**src/rtl/dt_result_scan.sv**
```systemverilog
// Raster scan of the distance-transform result RAM, reducing the map to
// peak value, first peak location, peak count and nonzero area.
module dt_result_scan #(
    parameter int unsigned IMG_LOG2 = 7,
    parameter int unsigned DW       = 8
) (
    input  logic                    clk,
    input  logic                    reset,
    input  logic                    start,
    output logic                    res_rd,
    output logic [2*IMG_LOG2-1:0]   res_addr,
    input  logic [DW-1:0]           res_di,
    output logic                    busy,
    output logic                    done,
    output logic [DW-1:0]           max_val,
    output logic [2*IMG_LOG2-1:0]   max_addr,
    output logic [2*IMG_LOG2:0]     max_cnt,
    output logic [2*IMG_LOG2:0]     area
);

    localparam int unsigned AW        = 2 * IMG_LOG2;
    localparam int unsigned CW        = AW + 1;
    localparam int unsigned LAST_ADDR = (1 << AW) - 1;

    typedef enum logic [1:0] {
        ST_IDLE   = 2'd0,
        ST_SCAN   = 2'd1,
        ST_DRAIN  = 2'd2,
        ST_FINISH = 2'd3
    } state_t;

    state_t          r_state;
    state_t          w_state_nxt;

    // Outstanding-read tag: the address whose data arrives next cycle.
    logic            r_pend;
    logic [AW-1:0]   r_pend_addr;

    logic            w_rd_nxt;
    logic [AW-1:0]   w_addr_nxt;
    logic            w_busy_nxt;
    logic            w_done_nxt;
    logic [DW-1:0]   w_max_val_nxt;
    logic [AW-1:0]   w_max_addr_nxt;
    logic [CW-1:0]   w_max_cnt_nxt;
    logic [CW-1:0]   w_area_nxt;
    logic            w_pend_nxt;
    logic [AW-1:0]   w_pend_addr_nxt;

    always_ff @(posedge clk or negedge reset) begin
        if (!reset) begin
            r_state     <= ST_IDLE;
            r_pend      <= 1'b0;
            r_pend_addr <= '0;
            res_rd      <= 1'b0;
            res_addr    <= '0;
            busy        <= 1'b0;
            done        <= 1'b0;
            max_val     <= '0;
            max_addr    <= '0;
            max_cnt     <= '0;
            area        <= '0;
        end else begin
            r_state     <= w_state_nxt;
            r_pend      <= w_pend_nxt;
            r_pend_addr <= w_pend_addr_nxt;
            res_rd      <= w_rd_nxt;
            res_addr    <= w_addr_nxt;
            busy        <= w_busy_nxt;
            done        <= w_done_nxt;
            max_val     <= w_max_val_nxt;
            max_addr    <= w_max_addr_nxt;
            max_cnt     <= w_max_cnt_nxt;
            area        <= w_area_nxt;
        end
    end

    always_comb begin
        w_state_nxt     = r_state;
        w_rd_nxt        = res_rd;
        w_addr_nxt      = res_addr;
        w_busy_nxt      = busy;
        w_done_nxt      = done;
        w_max_val_nxt   = max_val;
        w_max_addr_nxt  = max_addr;
        w_max_cnt_nxt   = max_cnt;
        w_area_nxt      = area;
        w_pend_nxt      = res_rd;
        w_pend_addr_nxt = res_addr;

        // Accumulate the pixel returned for the request issued last cycle.
        if (r_pend) begin
            if (r_pend_addr == '0) begin
                w_max_val_nxt  = res_di;
                w_max_addr_nxt = '0;
                w_max_cnt_nxt  = CW'(1);
                w_area_nxt     = CW'(res_di != '0);
            end else begin
                if (res_di > max_val) begin
                    w_max_val_nxt  = res_di;
                    w_max_addr_nxt = r_pend_addr;
                    w_max_cnt_nxt  = CW'(1);
                end else if (res_di == max_val) begin
                    w_max_cnt_nxt  = max_cnt + CW'(1);
                end
                if (res_di != '0) begin
                    w_area_nxt = area + CW'(1);
                end
            end
        end

        case (r_state)
            ST_IDLE, ST_FINISH: begin
                if (start) begin
                    w_state_nxt    = ST_SCAN;
                    w_rd_nxt       = 1'b1;
                    w_addr_nxt     = '0;
                    w_busy_nxt     = 1'b1;
                    w_done_nxt     = 1'b0;
                    w_max_val_nxt  = '0;
                    w_max_addr_nxt = '0;
                    w_max_cnt_nxt  = '0;
                    w_area_nxt     = '0;
                end
            end
            ST_SCAN: begin
                if (res_addr == AW'(LAST_ADDR)) begin
                    w_state_nxt = ST_DRAIN;
                    w_rd_nxt    = 1'b0;
                end else begin
                    w_addr_nxt  = res_addr + AW'(1);
                end
            end
            ST_DRAIN: begin
                w_state_nxt = ST_FINISH;
                w_busy_nxt  = 1'b0;
                w_done_nxt  = 1'b1;
            end
            default: begin
                w_state_nxt = ST_IDLE;
            end
        endcase
    end

endmodule

```
**config.mk**
```make
export PLATFORM = sky130hd
export DESIGN_NAME = dt_result_scan
export DESIGN_NICKNAME = d
export VERILOG_FILES = /design/src/rtl/dt_result_scan.sv
export SDC_FILE = /design/constraint.sdc
export NUM_CORES = 1
export LEC_CHECK = 0
export BUFFER_PORTS_ARGS = -buffer_cell sky130_fd_sc_hd__buf_2
export CORE_ASPECT_RATIO = 1.25
export CORE_UTILIZATION = 59
export CTS_CLUSTER_DIAMETER = 80
export DETAILED_ROUTE_END_ITERATION = 6
export PLACE_DENSITY = 0.85
export SKIP_CTS_REPAIR_TIMING = 1
export SYNTH_ARGS = -nofsm -noshare
export SYNTH_HDL_FRONTEND = slang
export SYNTH_SLANG_ARGS = --single-unit
export TNS_END_PERCENT = 30
```
**constraint.sdc**
```tcl
create_clock -name clk -period 3.99 [get_ports clk]
set_input_delay 0.1995 -clock clk [delete_from_list [all_inputs] [get_ports clk]]
set_output_delay 0.1995 -clock clk [all_outputs]
set_load 0.02 [all_outputs]
```
* Yosys cells after proc, flatten, opt, wreduce, memory -nomap -nowiden
Index checks and enable logic that the tools add are counted.
** Storage, ports and cells
- Flip-flop bits (word level) :: 86
- Input bits :: 11
- Output and inout bits :: 69
** Operators by class
- $add $sub $neg :: 3
- $lt $le $gt $ge :: 1
- Equality and inequality tests :: 8
- Mux-type cells :: 33
- Reductions and logical operators :: 10
** Operator list (number)
- two-way mux 15 bit :: 11
- two-way mux 14 bit :: 7
- two-way mux 8 bit :: 5
- adder 15 x 1 -> 15 bit (second input constant) :: 2
- one-hot mux 14 bit (2 select lines) :: 1
- adder 14 x 1 -> 14 bit (second input constant) :: 1
- == test 14 bit (second input constant) :: 1
- zero test 14 bit :: 1
- == test 8 bit :: 1
- > comparator 8 bit :: 1
- nonzero test 8 bit :: 1
- != test 2 bit (second input constant) :: 3
- one-hot mux 1 bit (2 select lines) :: 3
- one-hot mux 2 bit (3 select lines) :: 1
- AND reduction 3 bit :: 2
- == test 2 bit (second input constant) :: 2
- two-way mux 2 bit :: 2
- AND reduction 2 bit :: 2
- nonzero test 2 bit :: 2
- two-way mux 1 bit :: 3
- == test 2 x 1 -> 1 bit (second input constant) :: 1
- zero test 2 bit :: 1
- OR reduction 2 bit :: 1

* Depth between registers and ports, before layout
- Word-level depth :: 7
- Mapped depth :: 10

* Worst setup path after synthesis
OpenSTA, ideal clock, no wires.
- Kind :: flip-flop to flip-flop
- Start :: reg max_val[3]
- End :: reg max_cnt[14]
- Setup time :: 0.120 ns
- Arrival :: 1.935 ns
- Data required time :: 3.870 ns
- Slack :: 1.934 ns
- Stages on the path, launching flop included :: 9
- Clock period less this slack :: 2.056 ns
- Path through :: dfrtp_1 -> inv_1 -> ha_1 -> nand4_1 -> nor4_2 -> nand3_1 -> or2_1 -> xor2_1 -> nor2_1
** Between the ends
- Word-level cells in the longest chain between the ends :: 7
- Elaborated cells between the ends (all ways) :: 8
- Those cells by class :: order compare (1); eq/ne (1); mux (6)
** Ends and longest elaborated chain
- start, declared :: line 15 : output logic [DW-1:0] max_val,
- start signal, assigned :: line 71 : max_val <= w_max_val_nxt;
- branches (longest 2 deep; another with > comparator 8 bit)
- two-way mux 15 bit * :: line 99 : if (res_di > max_val) begin
- two-way mux 15 bit * :: line 93 : if (r_pend_addr == '0) begin
- two-way mux 15 bit * :: line 92 : if (r_pend) begin
- two-way mux 15 bit :: line 114 : if (start) begin
- two-way mux 15 bit * :: line 112 : case (r_state)
- via w_max_cnt_nxt[14] :: line 45 : logic [CW-1:0] w_max_cnt_nxt;
- end signal, assigned :: line 73 : max_cnt <= w_max_cnt_nxt;
- end, declared :: line 17 : output logic [2*IMG_LOG2:0] max_cnt,
Mark *: on every way through the listed nets, which the timed path passes.
A chain may end at the register's enable or synchronous reset.

* Final worst setup path
- Start :: reg max_val[3]
- End :: reg max_addr[8]
** Between the ends
- Word-level cells in the longest chain between the ends :: 6
** Ends and longest elaborated chain
- > comparator 8 bit * :: line 99
- two-way mux 14 bit * :: line 99
- two-way mux 14 bit * :: line 93
- two-way mux 14 bit * :: line 92
- two-way mux 14 bit :: line 114
- two-way mux 14 bit * :: line 112
- via w_max_addr_nxt[8] :: line 44 : logic [AW-1:0] w_max_addr_nxt;
- end signal, assigned :: line 72 : max_addr <= w_max_addr_nxt;
- end, declared :: line 16 : output logic [2*IMG_LOG2-1:0] max_addr,
Mark *: on every way through the listed nets, which the timed path passes. The rest lies on a longest branch.

==> flow_summary.ini <==
[cells_and_area]
regArea_sq_mm = 0.00215
drive_gt1_share_pct = 24.0
num-nets-final = 483
fin_area_sq_mm = 0.00460
layout_common_cells = dfrtp_1 (86), buf_2 (78), nor2_1 (52)
nFillCells = 497
diodes = 0
final_core_util_pct = 70.6
area_growth_pct = 15.7
layout_commonest_cell = dfrtp_1
multi_input_area_sq_mm = 0.00171
final_cells = 550

[timing]
maxSlewViolCount = 0
finalCriticalPeriod_ns = 2.78
fin_crit_sh_pct = 69.7
grt_setup_unrepaired = false
max_slew.worst_pin.slew_ns = 1.01
hold_viol_final = 0
clock_skew_ns = 0.0127
slew_headroom_pct = 32.7
fin_ws_ns = 1.21
fmax_ghz = 0.360
setup_viol = 0
final.setup.tns_ns = 0

[synthesis]
synth_nets = 404
syn-cell-area_sq_mm = 0.00398
yosys_most_used_dff = dfrtp_1
synth-edff-count = 0
synthCells = 379
synthArstFlopShare_pct = 100
synth_seq_area_share_pct = 54.1
ys_ff_latch = 86
synth.distinct_cells = 47
avgSynthCellArea_sq_um = 10.5
yosys_warnings = 0

[clock_tree]
clockRootBuffer = clkbuf_8
cts_buffer_depth = 2
cts.htree.levels = 3
clk_latency_ns = 0.35
clk_pin_slew_ns = 0.09
cts.sinks = 86
cts_tree = yes
cts_buffers = 9

[power_and_ir_drop]
powerDensity_mw_per_mm2 = 572
p_switching_mw = 1.10
clockPowerShare_pct = 20.4
pwr-share-comb_pct = 37.8
leakagePower_nw = 2.26
peakVddDrop_uv = 463
p_seq_share_pct = 41.9
swShare_pct = 42.0
power.internal_mw = 1.53

[drt]
met2WireLength_mm = 4.13
wl_per_cell_um = 14.7
final_antenna_net_count = 0
routed_wl_mm = 8.07
drtPass1Iterations = 4
first_iter_violations = 175
routed.top_layer = met4
drc = 0
met1_length_mm = 3.51
viasPerCell = 5.53
vias = 3044
route.met3.wl_um = 363

[place]
hpwl_mm = 5.85
io_buffer_count = 79
place_area_sq_mm = 0.00443
dp.cells = 534
place.gp.congestion = 0.893
pre_cts_ws_ns = 1.28

[floorplan]
die_width_um = 75.5
die_area_sq_mm = 0.00708
die_y_um = 93.8
coreArea_sq_mm = 0.00652
row_count = 33
initial_utilization_pct = 61.0
ioPinCount = 80

[worst_hold_path]
hold_path_class = in -> async

[global_routing]
grt_first_pass_wirelength_mm = 13.4
antenna_found_initial = 0
grtUsageTotal_pct = 25.2
grt_max_degree = 87
overflow = 0
grt_pass1_vias = 2938

[worst_setup_path]
worstPathMaxFanout = 16
required_ns = 4.25
arrival_ns = 3.04
end_kind = register
startpoint_type = register
critical_path_class = reg -> reg

[run_status]
status = completed

[run]
maxCapViolCount = 0
==> Yosys cell counts, types with 3 or more instances <==
cell / count / area share (%)
ha_1: 14 / 4.4
xnor2_1: 12 / 2.6
a21oi_1: 23 / 2.9
dfrtp_1: 86 / 54
nand2_1: 28 / 2.6
a22o_1: 12 / 2.6
nand3_1: 19 / 2.4
clkbuf_1: 5 / 0.47
xor2_1: 21 / 4.6
nor4_2: 3 / 0.94
and4_1: 3 / 0.66
nor2_1: 52 / 4.9
buf_2: 4 / 0.50
inv_1: 16 / 1.5
mux2i_1: 4 / 1.0
nand4_1: 13 / 2.0
or3_1: 8 / 1.3
o21ai_0: 16 / 2.0
==> power groups by stage <==
stage               sequential (mW)  clock (mW)  combinational, mW
finish                         1.10       0.536              0.994
global route                   1.12       0.594               1.11
CTS                            1.10       0.556              0.992
detailed placement             1.12           0              0.990
global placement               1.11           0              0.959
floorplan                      1.20           0              0.649
==> worst max-delay path: stages, from the launching register on <==
cell and delay (ns):
dfrtp_1 0.38, inv_1 0.06, ha_1 0.31, nand4_1 0.23, nand2b_4 0.23, a31oi_1 0.73
nand3_2 0.50, a21oi_1 0.26
==> cell families (layout without fill, tap and decap cells) <==
family	Yosys count	in the layout	share of synthesized area (%)
AOI/OAI and AO/OA	66	66	11.1
xor gates and xnor gates	33	33	7.26
adders and majority gates	14	14	4.40
buffers and inverters	28	112	3.05
DFF	86	86	54.1
muxes	4	4	1.01
and+or+nand+nor	148	148	19.1
==> through the flow <==
step / hold slack, ns / total power [mW]
floorplan: -0.0961 / 1.85
global placement: 0.429 / 2.07
detailed placement: 0.426 / 2.11
CTS: 0.0616 / 2.65
global route: 0.110 / 2.82
finish: 0.0337 / 2.63
==> registers in the layout, summed over array words and instances (netlist names) <==
signal,count
area,15
busy,1
done,1
max_addr,14
max_cnt,15
max_val,8
r_pend,1
r_pend_addr,14
r_state,2
res_addr,14
res_rd,1
==> routing by layer <==
| metal | up-vias | global-route usage [%] |
|---|---|---|
| li1 | 1481 | - |
| met1 | 1486 | 32.8 |
| met2 | 71 | 40.6 |
| met3 | 6 | 5.79 |
| met4 | 0 | 9.41 |
| met5 | - | 0 |
==> worst paths after layout <==
path	from	endpoint	slack (ns)	cells after the start
max	max_val[3]	max_addr[8]	1.21	7
min	reset	busy	0.03	1
max reg2reg	max_val[3]	max_addr[8]	1.21	7
min reg2reg	res_addr[6]	r_pend_addr[6]	0.45	0
max in group asynchronous	reset	r_pend_addr[11]	3.33	1
min in group clk	res_di[7]	max_val[7]	0.14	3
==> cell type report <==
cell class,instances,area share [%]
multi-input combinational,265,37.1
sequential,86,46.7
inverter,17,1.39
clock buffer,10,2.77
clock inverter,6,1.01
timing repair buffer,79,8.64
tap,87,2.36
Note: power is estimated with default switching activity, not from simulation.
